<file path="config.mk">
export PLATFORM = sky130hd
export DESIGN_NAME = dnl_master
export DESIGN_NICKNAME = d
export VERILOG_FILES = /design/src/rtl/dnl_master.sv
export SDC_FILE = /design/constraint.sdc
export NUM_CORES = 1
export LEC_CHECK = 0
export BUFFER_PORTS_ARGS = -buffer_cell sky130_fd_sc_hd__buf_2
export CORE_MARGIN = 2
export CORE_UTILIZATION = 40
export DETAILED_ROUTE_END_ITERATION = 8
export HOLD_SLACK_MARGIN = 0.05
export PLACE_DENSITY = 0.69
export RECOVER_POWER = 100
export SLEW_MARGIN = 20
export SYNTH_ARGS = -nofsm -noshare
export SYNTH_HDL_FRONTEND = slang
export SYNTH_SLANG_ARGS = --single-unit
</file>
<file path="constraint.sdc">
create_clock -name clk -period 7.6 [get_ports clk]
set_input_delay 1.14 -clock clk [delete_from_list [all_inputs] [get_ports clk]]
set_output_delay 1.14 -clock clk [all_outputs]
set_load 0.02 [all_outputs]
</file>
<file path="src/rtl/dnl_master.sv">
// Multi-lane serial frame master: clamps/pads a payload and shifts it out MSB-first over LANES lines.
// Optional trailing even-parity beat per lane is enabled with the D2L_PARITY_EN macro.
module dnl_master #(
   parameter int DATA_WIDTH = 64,
   parameter int LANES      = 2,
   parameter int CLK_DIV    = 2,
   localparam int WW        = $clog2(DATA_WIDTH + 1)
) (
   input  logic                  clk,
   input  logic                  rstn,
   input  logic                  in_valid,
   output logic                  in_ready,
   input  logic [WW-1:0]         in_width,
   input  logic [DATA_WIDTH-1:0] in_data,
   output logic                  sclk,
   output logic                  CS,
   output logic [LANES-1:0]      data_line,
   output logic                  busy,
   output logic                  done
);

   localparam int WP = WW + 1;
   localparam int BW = $clog2(DATA_WIDTH / LANES + 2);
   localparam int CW = (CLK_DIV > 1) ? $clog2(CLK_DIV) : 1;
   localparam logic [CW-1:0] CNT_LAST = CW'(CLK_DIV - 1);

`ifdef D2L_PARITY_EN
   typedef enum logic [1:0] {IDLE, SHIFT, HOLD, PARITY} state_t;
`else
   typedef enum logic [1:0] {IDLE, SHIFT, HOLD} state_t;
`endif

   state_t                state;
   logic [BW-1:0]         beat_cnt;
   logic [CW-1:0]         cnt;
   logic [WW-1:0]         w_eff;
   logic [WP-1:0]         w_round;
   logic [WP-1:0]         pad_shift;
   logic [BW-1:0]         beats;
   logic [DATA_WIDTH-1:0] padded;
   logic [DATA_WIDTH-1:0] shreg;
   logic                  accept;
   logic                  fall;

   // Left-align the zero-padded payload so beat 0 always sits in the top LANES bits.
   always_comb begin
      w_eff     = (in_width > WW'(DATA_WIDTH)) ? WW'(DATA_WIDTH) : in_width;
      w_round   = {1'b0, w_eff} + WP'(LANES - 1);
      beats     = BW'(w_round / WP'(LANES));
      pad_shift = WP'(DATA_WIDTH) - (w_round & ~WP'(LANES - 1));
      padded    = (in_data & ~({DATA_WIDTH{1'b1}} << w_eff)) << pad_shift;
      accept    = in_valid && in_ready && (w_eff != '0);
      fall      = (state == SHIFT) && sclk && (cnt == CNT_LAST);
   end

   always_ff @(posedge clk) begin
      if (accept)
         shreg <= padded << LANES;
      else if (fall)
         shreg <= shreg << LANES;
   end

`ifdef D2L_PARITY_EN
   logic [LANES-1:0] par;

   always_ff @(posedge clk) begin
      if (accept)
         par <= '0;
      else if (fall)
         par <= par ^ data_line;
   end
`endif

   always_ff @(posedge clk or negedge rstn) begin
      if (!rstn) begin
         state     <= IDLE;
         sclk      <= 1'b0;
         CS        <= 1'b1;
         data_line <= '0;
         busy      <= 1'b0;
         done      <= 1'b0;
         in_ready  <= 1'b0;
         beat_cnt  <= '0;
         cnt       <= '0;
      end else begin
         done <= 1'b0;
         case (state)
            IDLE: begin
               in_ready <= 1'b1;
               if (in_valid && in_ready) begin
                  if (w_eff == '0) begin
                     done <= 1'b1;
                  end else begin
                     state     <= SHIFT;
                     busy      <= 1'b1;
                     CS        <= 1'b0;
                     in_ready  <= 1'b0;
                     sclk      <= 1'b0;
                     data_line <= padded[DATA_WIDTH-1 -: LANES];
                     beat_cnt  <= beats;
                     cnt       <= '0;
                  end
               end
            end
`ifdef D2L_PARITY_EN
            SHIFT, PARITY: begin
`else
            SHIFT: begin
`endif
               if (cnt == CNT_LAST) begin
                  cnt  <= '0;
                  sclk <= !sclk;
                  // Data only advances when sclk falls, so it is stable across each rise.
                  if (sclk) begin
                     if (state == SHIFT && beat_cnt != BW'(1)) begin
                        beat_cnt  <= beat_cnt - BW'(1);
                        data_line <= shreg[DATA_WIDTH-1 -: LANES];
                     end
`ifdef D2L_PARITY_EN
                     else if (state == SHIFT) begin
                        state     <= PARITY;
                        data_line <= par ^ data_line;
                     end
`endif
                     else begin
                        state     <= HOLD;
                        data_line <= '0;
                     end
                  end
               end else begin
                  cnt <= cnt + CW'(1);
               end
            end
            HOLD: begin
               if (cnt == CNT_LAST) begin
                  state    <= IDLE;
                  busy     <= 1'b0;
                  CS       <= 1'b1;
                  done     <= 1'b1;
                  in_ready <= 1'b1;
                  cnt      <= '0;
               end else begin
                  cnt <= cnt + CW'(1);
               end
            end
            default: state <= IDLE;
         endcase
      end
   end

endmodule

</file>
After elaboration in Yosys (flattened, before gate mapping)
Index checks and enable logic that the tools add are counted.
- register bits after elaboration: 78
- input port bits: 74
- output and inout port bits: 7
- word-level logic and storage cells: 90
- $add $sub $neg: 4
- magnitude comparators: 1
- equality and inequality tests: 10
- shift-type cells: 2
- muxes and demuxes: 40
- bitwise gates (word level): 2
- reduce and logical (&&, ||, !) cells: 21
- operators with widths (cell ; number):
    $mux W64 ; 2
    $and A64 B64 Y64 ; 1
    $not A64 Y64 ; 1
    $shl A64 B7 Y64 const A ; 1
    $shl A64 B8 Y64 ; 1
    $mux W6 ; 5
    $mux W2 ; 11
    $mux W1 ; 12
    $ne A2 B2 Y1 const B ; 6
    $pmux W1 S2 ; 6
    $pmux W6 S2 ; 1
    $reduce_and A6 Y1 ; 2
    $add A7 B1 Y8 const B ; 1
    $reduce_and A4 Y1 ; 2
    $reduce_bool A2 Y1 ; 4
    $sub A7 B8 Y8 const A ; 1
    $gt A7 B7 Y1 const B ; 1
    $logic_not A7 Y1 ; 1
    $mux W7 ; 1
    $reduce_bool A7 Y1 ; 1
    $ne A6 B1 Y1 const B ; 1
    $pmux W2 S3 ; 1
    $sub A6 B1 Y6 const B ; 1
    $logic_and A1 B1 Y1 ; 5
    other kinds (11) ; 11

Depth between registers and ports, before layout
Gate-level depths: netlist of the first run.
- word-level depth: 9
- mapped depth: 21
- mapped depth without buffers: 13

Worst setup path after synthesis of the first run
No wires, ideal clock.
- path kind: input to register
- start: input in_width[6]
- end: register shreg[10], enable pin
- library setup time: 675 ps
- arrival: 4634 ps
- required time: 6925 ps
- setup slack: 2292 ps
- cell stages on the path: 13
- buffers on the path: 6
- path through: buf_6 > clkbuf_1 > clkbuf_1 > nor2b_1 > inv_1 > ha_1 > nor3b_1 > nand2_1 > nand3_1 > buf_4 > clkbuf_1 > buf_1 > nand2_1
- word-level cells in the longest chain between the ends: 5
- RTL lines (element ; line ; text):
    start: declaration ; 13 ; input logic [WW-1:0] in_width,
    $gt A7 B7 Y1 ; 47 ; w_eff = (in_width > WW'(DATA_WIDTH)) ? WW'(DATA_WIDTH) : in_width;
    $mux W7 (*) ; 47 ;
    $reduce_bool A7 Y1 (*) ; 52 ; accept = in_valid && in_ready && (w_eff != '0);
    $logic_and A1 B1 Y1 (*) ; 52 ;
    $reduce_bool A2 Y1 (no source line) (*) ; n/a ;
    end signal: assignment ; 58 ; shreg <= padded << LANES;
    end signal: assignment ; 60 ; shreg <= shreg << LANES;
    end: declaration ; 41 ; logic [DATA_WIDTH-1:0] shreg;
Every way passes the cells marked *; elsewhere a longest branch is shown, timed or not.
A chain may end at the register's enable or synchronous reset.

Final worst setup path of the first run
- start: input in_width[6]
- end: register shreg[55], data pin
- word-level cells in the longest chain between the ends: 7
- elaborated cells on any way between the ends: 11
- those cells by class: add/sub (2); order compare (1); shift (2); mux (2); bitwise (2); reduce/logical (2)
- RTL lines (element ; line ; text):
    $gt A7 B7 Y1 ; 47 ;
    $mux W7 (*) ; 47 ;
    parallel branches: the longest is 4 deep, another holds $add A7 B1 Y8 ; n/a ;
    $mux W64 (*) ; 57 ; if (accept)
Mark *: on every way between the ends.

==> results.toml, run 1 <==
[routing]
avgViaCountPerCell = 6.96
vias = 8854
routed_wl_mm = 31.3
first_iter_violations = 1486
drc_errors = 0
drtAntennaViolNets = 0
detail_route.wl_per_cell_um = 24.6
firstDrtPassIters = 6

[clock_tree]
postCtsSetupRepairBufs = 0
cts_tree = "done"
htreeDepth = 3
path_clk_slew_ns = 0.06
cts_buffers = 9
clockBufferDepth = 2
cts_root_buffer = "clkbuf_16"
clock_latency_ns = 0.35
clock-sinks = 78
cts_resized = 0
holdBufCountCts = 0

[cells_and_area]
multiInputGateArea_um2 = 5630
drive_gt1_share_pct = 16.9
nNetsFinal = 1076
nFillCells = 2065
final_cells = 1273
final_common_cell = "nand2_1"
n_antenna_cell = 0
seqCellArea_um2 = 2260
utilization_pct = 43.5
final_cell_mix = "nand2_1, buf_2, o21ai_0, edfxtp_1, mux2i_1"
area_growth_pct = 7.21

[synthesis]
synth_nets = 1060
yosys_warnings = 0
synth_simple_gate_area_share_pct = 18.1
synth_edf_count = 62
yosys_most_used_dff = "edfxtp_1"
synth_top_family_by_area = "compound AO/OA/AOI/OAI gates"
synthXorXnorAreaFrac_pct = 0.959
synth-compound-area-share_pct = 34.6
syn_avg_cell_area_um2 = 8.68
yosys.area_share.adder_pct = 1.33
ys_seq_area_share_pct = 26.7
ys_ff_latch = 78
async_flop_share_pct = 20.5
syn_area_um2 = 8480
synth_mux_area_share_pct = 11.4
synthCells = 977
synth_cell_type_count = 98

[power_and_ir_drop]
p_sw_uw = 1010
power_frac_seq_pct = 31.8
clockPowerShare_pct = 17.4
p_per_area_nw_per_um2 = 255
netSwitchingFraction_pct = 43.8
vdd_ir_drop_max_mv = 0.111
p_comb_share_pct = 50.8
p_leak_uw = 0.00335
p_int_uw = 1300

[global_route]
grt_max_degree = 74
grtUsageMet1_pct = 37.1
grt_pass1_wl_mm = 48.5
antenna_found_initial = 0
gr-usage-met2_pct = 44.5
busiest_layer = "met2"
grt_overflow = 0
grt_pass1_vias = 8365
track_usage_pct = 27.9
met3_usage_pct = 5.30

[worst_hold_path]
hold_path_class = "register to register"

[sta]
timing.final.max_slew_violations = 19
fin_crit_ns = 6.13
finalHoldViolCount = 0
layout_setup_ws_ns = 1.47
fin_setup_tns_ns = 0
clock.fmax_ghz = 0.163
period_share_pct = 80.6
holdWs_ns = 0.529
skew_ns = 0.0101
setup_viol = 0
max-slew-margin-rel_pct = -36.3
rsz0062_at_grt = "no"
tightest_slew_ns = 2.02

[placed_design]
post-place-ws_ns = 2.31
port_buffers = 80
place_congestion = 0.991
dpl.cell_count = 1256
detailed_place_hpwl_mm = 22.6

[critical_path]
path_class = "primary input to register"
cp.required_ns = 7.69
crit_path_end_kind = "register"
critPathLaunchType = "primary input"
crit_arrival_ns = 6.21
cp_max_fo = 39

[flow_run]
maxCapViolations = 1

[floorplan]
die_h_um = 150
num_io_pins = 81
start_util_pct = 40.6
die_area_um2 = 22400
core-area_um2 = 20900
dieWidth_um = 150
rows = 53

[run_status]
status = "finished, violations left"
violations = "capacitance limit, slew limit"
## sequential cells by signal (all words and copies together), names as in the netlist
| signal | count |
|---|---|
| cnt | 1 |
| beat_cnt | 6 |
| data_line | 2 |
| CS | 1 |
| sclk | 1 |
| busy | 1 |
| in_ready | 1 |
| shreg | 62 |
| done | 1 |
| state | 2 |
## power groups by stage
| stage | sequential [µW] | clock, µW | combinational (µW) |
|---|---|---|---|
| 2_1_floorplan | 730 | 0 | 847 |
| 3_3_place_gp | 741 | 0 | 1140 |
| 3_5_place_dp | 742 | 0 | 1150 |
| 4_1_cts | 736 | 410 | 1150 |
| 5_1_grt | 751 | 424 | 1260 |
| 6_report | 737 | 403 | 1180 |
## cell type report
class / count / area share (%)
Multi-Input combinational cell: 788 / 61.9
Sequential cell: 78 / 24.9
Timing Repair Buffer: 99 / 5.82
Tap cell: 275 / 3.78
Clock buffer: 10 / 2.52
Inverter: 17 / 0.702
Clock inverter: 6 / 0.426
## worst max-delay path, stage by stage
cell	delay [ns]
clkbuf_1	0.10
buf_4	0.39
nor2b_1	0.19
ha_4	0.58
inv_1	0.11
ha_1	0.32
inv_1	0.20
nor2_1	0.08
a41oi_1	1.46
nand2_2	0.67
a32oi_1	0.45
o21ai_0	0.13
or3_1	0.35
## stage by stage
stage,power [µW],area [µm²]
after floorplan,1580,8480
after global placement,1880,8870
after detailed placement,1890,8870
after CTS,2300,9140
after global routing,2440,9090
final,2320,9090
## cell usage after synthesis, drive strengths merged, types with 5 or more instances
library cell,n,area share [%]
a2111oi,10,1.2
a211o,9,0.93
a211oi,18,1.7
a21o,17,1.5
a21oi,48,2.9
a221o,12,1.4
a221oi,13,1.3
a22o,18,1.9
a22oi,10,0.88
a31oi,13,0.96
a32o,6,0.71
a32oi,10,1.0
and2,16,1.2
and3,11,0.87
buf,65,4.8
clkbuf,29,1.3
dfrtp,15,4.4
edfxtp,62,22
ha,9,1.3
inv,16,0.71
mux2,16,2.2
mux2i,47,5.5
mux4,14,3.7
nand2,99,4.4
nand2b,8,0.59
nand3,33,1.9
nor2,47,2.1
nor2b,17,1.3
nor3,34,2.2
nor4,10,0.74
o2111ai,12,1.3
o211a,6,0.71
o211ai,21,1.9
o21a,6,0.53
o21ai,73,4.4
o221ai,13,1.3
o22ai,21,1.6
o31ai,5,0.44
or2,10,0.74
or3,5,0.43
## cell families (layout without fill, tap and decap cells)
group	count (synthesis)	in the layout
AOI/OAI and AO/OA	390	390
xor gates and xnor gates	5	5
adders and majority gates	9	9
buffers and inverters	111	132
DFF	78	78
muxes	77	77
and+or+nand+nor	307	307
## layer usage
layer / vias up / wire [µm]
met2: 602 / 14200
met3: 111 / 3070
met4: 0 / 1460
met1: 4206 / 12500
li1: 3935 / -
met5: - / 0
## worst paths after layout
path | slack (ns) | cells after the start | to | start
max in group asynchronous | 6.15 | 1 | data_line[0] | rstn
max | 1.47 | 13 | shreg[55] | in_width[6]
min in group asynchronous | 0.90 | 1 | in_ready | rstn
min | 0.53 | 2 | data_line[1] | shreg[63]
max reg2reg | 3.95 | 7 | beat_cnt[1] | state[0]
min reg2reg | 0.53 | 2 | data_line[1] | shreg[63]
Power figures use the tool's default switching activity.
==> run 2: changes to the inputs <==
==> constraint.sdc (replaced) <==
create_clock -name clk -period 5.65 [get_ports clk]
set_input_delay 0.8475 -clock clk [delete_from_list [all_inputs] [get_ports clk]]
set_output_delay 0.8475 -clock clk [all_outputs]
set_load 0.02 [all_outputs]
==> run 2 against run 1 <==
The run still ends with capacitance limit, slew limit left. Non-clock buffer count grew 7. Worst setup slack worse by 0.77 ns. Worst hold slack lost 0.015 ns. Clock power up 52%. Critical path type unchanged. Critical endpoint is now shreg[61]. Largest cell class unchanged.
==> results.toml, run 2 (synthesized netlist as in run 1, its figures left out) <==
[critical_path]
crit_path_end_kind = "register"
cp_max_fo = 50
cp.required_ns = 5.72
critPathLaunchType = "primary input"
path_class = "primary input to register"
crit_arrival_ns = 5.02

[floorplan]
num_io_pins = 81
die_area_um2 = 22400
rows = 53
start_util_pct = 40.6
core-area_um2 = 20900
dieWidth_um = 150
die_h_um = 150

[clock_tree]
cts_tree = "done"
cts_resized = 0
postCtsSetupRepairBufs = 0
clockBufferDepth = 2
clock-sinks = 78
path_clk_slew_ns = 0.06
cts_buffers = 9
htreeDepth = 3
holdBufCountCts = 0
cts_root_buffer = "clkbuf_16"
clock_latency_ns = 0.36

[cells_and_area]
n_antenna_cell = 0
final_common_cell = "nand2_1"
final_cell_mix = "nand2_1, buf_2, o21ai_0, edfxtp_1, mux2i_1"
drive_gt1_share_pct = 17.3
largest_register = "shreg"
largest_reg_flops = 62
area_growth_pct = 8.67
utilization_pct = 44.1
reg_top3 = "shreg: 62 flops, beat_cnt: 6 flops"
nNetsFinal = 1083

[global_route]
antenna_found_initial = 1
grt_pass1_vias = 8307
track_usage_pct = 28.4
grt_pass1_wl_mm = 48.9
grt_overflow = 0
grt_max_degree = 74

[sta]
clock.fmax_ghz = 0.202
period_share_pct = 87.5
fin_crit_ns = 4.95
tightest_slew_ns = 1.61
max-slew-margin-rel_pct = -7.42
skew_ns = 0.0117
setup_viol = 0
fin_setup_tns_ns = 0
timing.final.max_slew_violations = 63
rsz0062_at_grt = "no"
finalHoldViolCount = 0

[routing]
drc_errors = 0
wl_met3_mm = 2.87
routed.top_layer = "met5"
wl_met1_mm = 13.3
vias = 8856
avgViaCountPerCell = 6.92
first_iter_violations = 1257
detail_route.wl_per_cell_um = 25.1
drtAntennaViolNets = 0
met2_wirelength_mm = 15.0
firstDrtPassIters = 5
routed_wl_mm = 32.2

[power_and_ir_drop]
vdd_ir_drop_max_mv = 0.214
p_per_area_nw_per_um2 = 346
p_leak_uw = 0.00339

[flow_run]
maxCapViolations = 1

[placed_design]
place_congestion = 0.940
detailed_place_hpwl_mm = 23.3
port_buffers = 80

[run_status]
status = "finished, violations left"
violations = "capacitance limit, slew limit"

[worst_hold_path]
hold_path_class = "register to register"
-- run 2: power by group --
group	switching [µW]	total, µW	internal (µW)
sequential	95.7	991	895
combinational	1010	1590	574
clock	265	613	348
total	1370	3190	1820
-- run 2: cell type report --
class / count / area [µm²]
clock inverter: 7 / 81.3
fill: 2110 / 11700
inverter: 17 / 63.8
timing repair buffer: 106 / 597
clock buffer: 9 / 225
sequential: 78 / 2260
multi-input combinational: 788 / 5640
tap: 275 / 344
-- run 2: critical path, cell delays in order --
cell and delay, ns:
clkbuf_1 0.54, nor2b_1 0.42, ha_4 0.23, xnor2_1 0.24, ha_1 0.48, xnor2_4 0.19, clkbuf_2 0.97, mux2i_1 0.32
a21o_1 0.32, a2bb2oi_1 0.28, o221ai_1 0.17
-- run 2: routing by layer --
metal	up-vias	global-route usage, %
met5	-	0
li1	3952	-
met3	75	6.10
met1	4338	37.9
met2	489	46.1
met4	2	8.86
-- run 2: worst paths after layout --
check | from | end | slack [ns] | cells after the start
worst max-delay path | in_width[1] | shreg[61] | 0.70 | 11
worst min-delay path | busy | busy | 0.51 | 2
worst max register to register | state[1] | beat_cnt[1] | 2.33 | 6
worst min register to register | busy | busy | 0.51 | 2
max in group asynchronous | rstn | done | 4.54 | 1
min in group asynchronous | rstn | beat_cnt[0] | 0.58 | 1
-- run 2: through the flow --
step | hold WS, ns | instance area [µm²] | std cells | power, µW | worst slack (ns)
2_1_floorplan | 0.480 | 8480 | 977 | 2120 | 0.634
3_3_place_gp | 0.487 | 8950 | 1264 | 2550 | 1.01
3_5_place_dp | 0.502 | 8950 | 1264 | 2560 | 0.995
4_1_cts | 0.399 | 9260 | 1280 | 3180 | 1.36
5_1_grt | 0.541 | 9220 | 1280 | 3370 | 0.520
6_report | 0.514 | 9220 | 1280 | 3190 | 0.705
==> run 3: changes to the inputs <==
--- a/config.mk
+++ b/config.mk
@@ -5,6 +5,7 @@
 export SDC_FILE = /design/constraint.sdc
 export NUM_CORES = 1
 export LEC_CHECK = 0
+export ABC_AREA = 1
 export BUFFER_PORTS_ARGS = -buffer_cell sky130_fd_sc_hd__buf_2
 export CORE_MARGIN = 2
 export CORE_UTILIZATION = 40
==> run 3 against run 2 <==
The run still ends with capacitance limit, slew limit left. Power up 3.2%. Via count about the same. Critical path depth up 5. First-iteration DRC count decreased by 36%. Clock skew shrank 0.0023 ns. Critical endpoint is now shreg[36]. Largest cell class unchanged.
==> results.toml, run 3 <==
[run_status]
status = "finished, violations left"
violations = "capacitance limit, slew limit"

[power_and_ir_drop]
p_per_area_nw_per_um2 = 376
vdd_ir_drop_max_mv = 0.255
p_leak_uw = 0.00375

[routing]
avgViaCountPerCell = 5.90
routed_wl_mm = 28.3
first_iter_violations = 809
wl_met1_mm = 12.0
routed.top_layer = "met4"
firstDrtPassIters = 5
met2_wirelength_mm = 13.5
wl_met3_mm = 1.78
drtAntennaViolNets = 0
drc_errors = 0
vias = 8863
detail_route.wl_per_cell_um = 18.8

[flow_run]
maxCapViolations = 1

[cells_and_area]
reg_top3 = "shreg: 62 flops, beat_cnt: 6 flops"
nNetsFinal = 1314
drive_gt1_share_pct = 12.1
largest_reg_flops = 62
final_common_cell = "nand3_1"
final_cell_mix = "nand3_1, nand2_1, buf_2, o211ai_1, edfxtp_1"
nFillCells = 2090
area_growth_pct = 9.60
largest_register = "shreg"

[synthesis]
synth_edf_count = 62
ys_ff_latch = 78
ys_top_cells_by_count = "nand3_1, nand2_1, o211ai_1"
synth_nets = 1296
async_flop_share_pct = 20.5
synth_top_area_cell = "edfxtp_1"
synth.most_common_cell = "nand3_1"
ys_seq_area_share_pct = 28.3
yosys_warnings = 0
synth_cell_type_count = 55
synthCells = 1213
syn_avg_cell_area_um2 = 6.59
syn_area_um2 = 8000
netlist_top_cells_area = "edfxtp_1, nand3_1, nand2_1"
synth_top_area_share_pct = 23.3
yosys_most_used_dff = "edfxtp_1"

[clock_tree]
holdBufCountCts = 0
clock-sinks = 78
clockBufferDepth = 2
path_clk_slew_ns = 0.07
cts_root_buffer = "clkbuf_16"
postCtsSetupRepairBufs = 0
cts_tree = "done"
clock_latency_ns = 0.35
cts_buffers = 9
cts_resized = 0
htreeDepth = 3

[critical_path]
cp_max_fo = 31
crit_path_end_kind = "register"
path_cells = "clkbuf_1 > nor2_1 > nand3_1 > nand2_1 > nand2_1 > inv_1 > ha_1 > xor2_1 > ha_1 > buf_4 > nand3_1 > nand3_1 > o21a_1 > o21ai_1 > o21ai_1 > nand2_1"
crit_arrival_ns = 4.95
cp.required_ns = 5.75
critPathLaunchType = "primary input"
cp_slowest_cell = "ha_1"
max_stage_delay_ns = 1.01
path_class = "primary input to register"

[sta]
fin_crit_ns = 4.86
layout_setup_ws_ns = 0.794
clock.fmax_ghz = 0.206
timing.final.max_slew_violations = 63
max-slew-margin-rel_pct = -2.05
skew_ns = 0.00940
finalHoldViolCount = 0
rsz0062_at_grt = "no"
period_share_pct = 85.9
fin_setup_tns_ns = 0
holdWs_ns = 0.488
setup_viol = 0
tightest_slew_ns = 1.53

[global_route]
grt_overflow = 0
grt_max_degree = 76
grt_pass1_vias = 8326
grt_pass1_wl_mm = 44.4
track_usage_pct = 26.4
antenna_found_initial = 1

[floorplan]
dieWidth_um = 145
die_area_um2 = 21100
die_h_um = 145
rows = 51
core-area_um2 = 19500
start_util_pct = 41.0
num_io_pins = 81

[placed_design]
post-place-ws_ns = 0.995
port_buffers = 80
place_congestion = 0.954
detailed_place_hpwl_mm = 21.2

[worst_hold_path]
hold_path_class = "register to register"
run 3: cell families after synthesis:
family	after synthesis	synth area share (%)
and+or+nand+nor	741	42.2
buffers and inverters	160	9.13
DFF	78	28.3
adders and majority gates	9	1.41
xor gates and xnor gates	4	0.532
AOI/OAI and AO/OA	221	18.5
run 3: path summary, 6_finish.rpt:
check / startpoint / to / slack [ns] / cells past startpoint
min in group asynchronous: rstn / beat_cnt[2] / 0.58 / 1
hold / removal: busy / busy / 0.49 / 2
max in group asynchronous: rstn / sclk / 4.54 / 1
setup / recovery: in_width[4] / shreg[36] / 0.79 / 16
hold reg to reg: busy / busy / 0.49 / 2
setup reg to reg: state[1] / shreg[39] / 2.99 / 5
run 3: cell type report:
cell class	count	area (µm²)	share of cell area (%)
multi-input cells	975	5020	57.2
flip-flops and latches	78	2260	25.8
repair buffers	101	582	6.64
well taps	265	332	3.78
inverters	66	250	2.85
clock buffers	9	225	2.57
clock inverters	7	96.3	1.10
diodes	1	2.50	0.0285
run 3: worst max-delay path, delay by kind of cell:
family                   cells  cell delay [ns]
XOR/XNOR                     1             0.22
AND/OR/NAND/NOR              7             1.19
buffers and inverters        3             0.91
adder cells (fa/ha/maj)      2             1.25
AO/OA/AOI/OAI                3             0.52
run 3: per-layer routing:
layer | up-vias | GRT usage, %
li1 | 4310 | -
met3 | 58 | 4.39
met4 | 0 | 10.7
met1 | 4143 | 34.2
met5 | - | 0
met2 | 352 | 43.8
run 3: per-stage QoR:
step | utilization, % | std cells | cell area [µm²] | power (µW)
6_report | 44.9 | 1502 | 8770 | 3290
3_5_place_dp | 43.4 | 1485 | 8480 | 2650
2_1_floorplan | - | 1213 | 8000 | 2220
4_1_cts | 45.1 | 1501 | 8800 | 3300
3_3_place_gp | 43.4 | 1485 | 8480 | 2630
5_1_grt | 44.9 | 1502 | 8770 | 3550
run 3: where the power goes:
part	internal [µW]	switching [µW]
Combinational	507	1120
Clock	389	252
Sequential	937	86.2
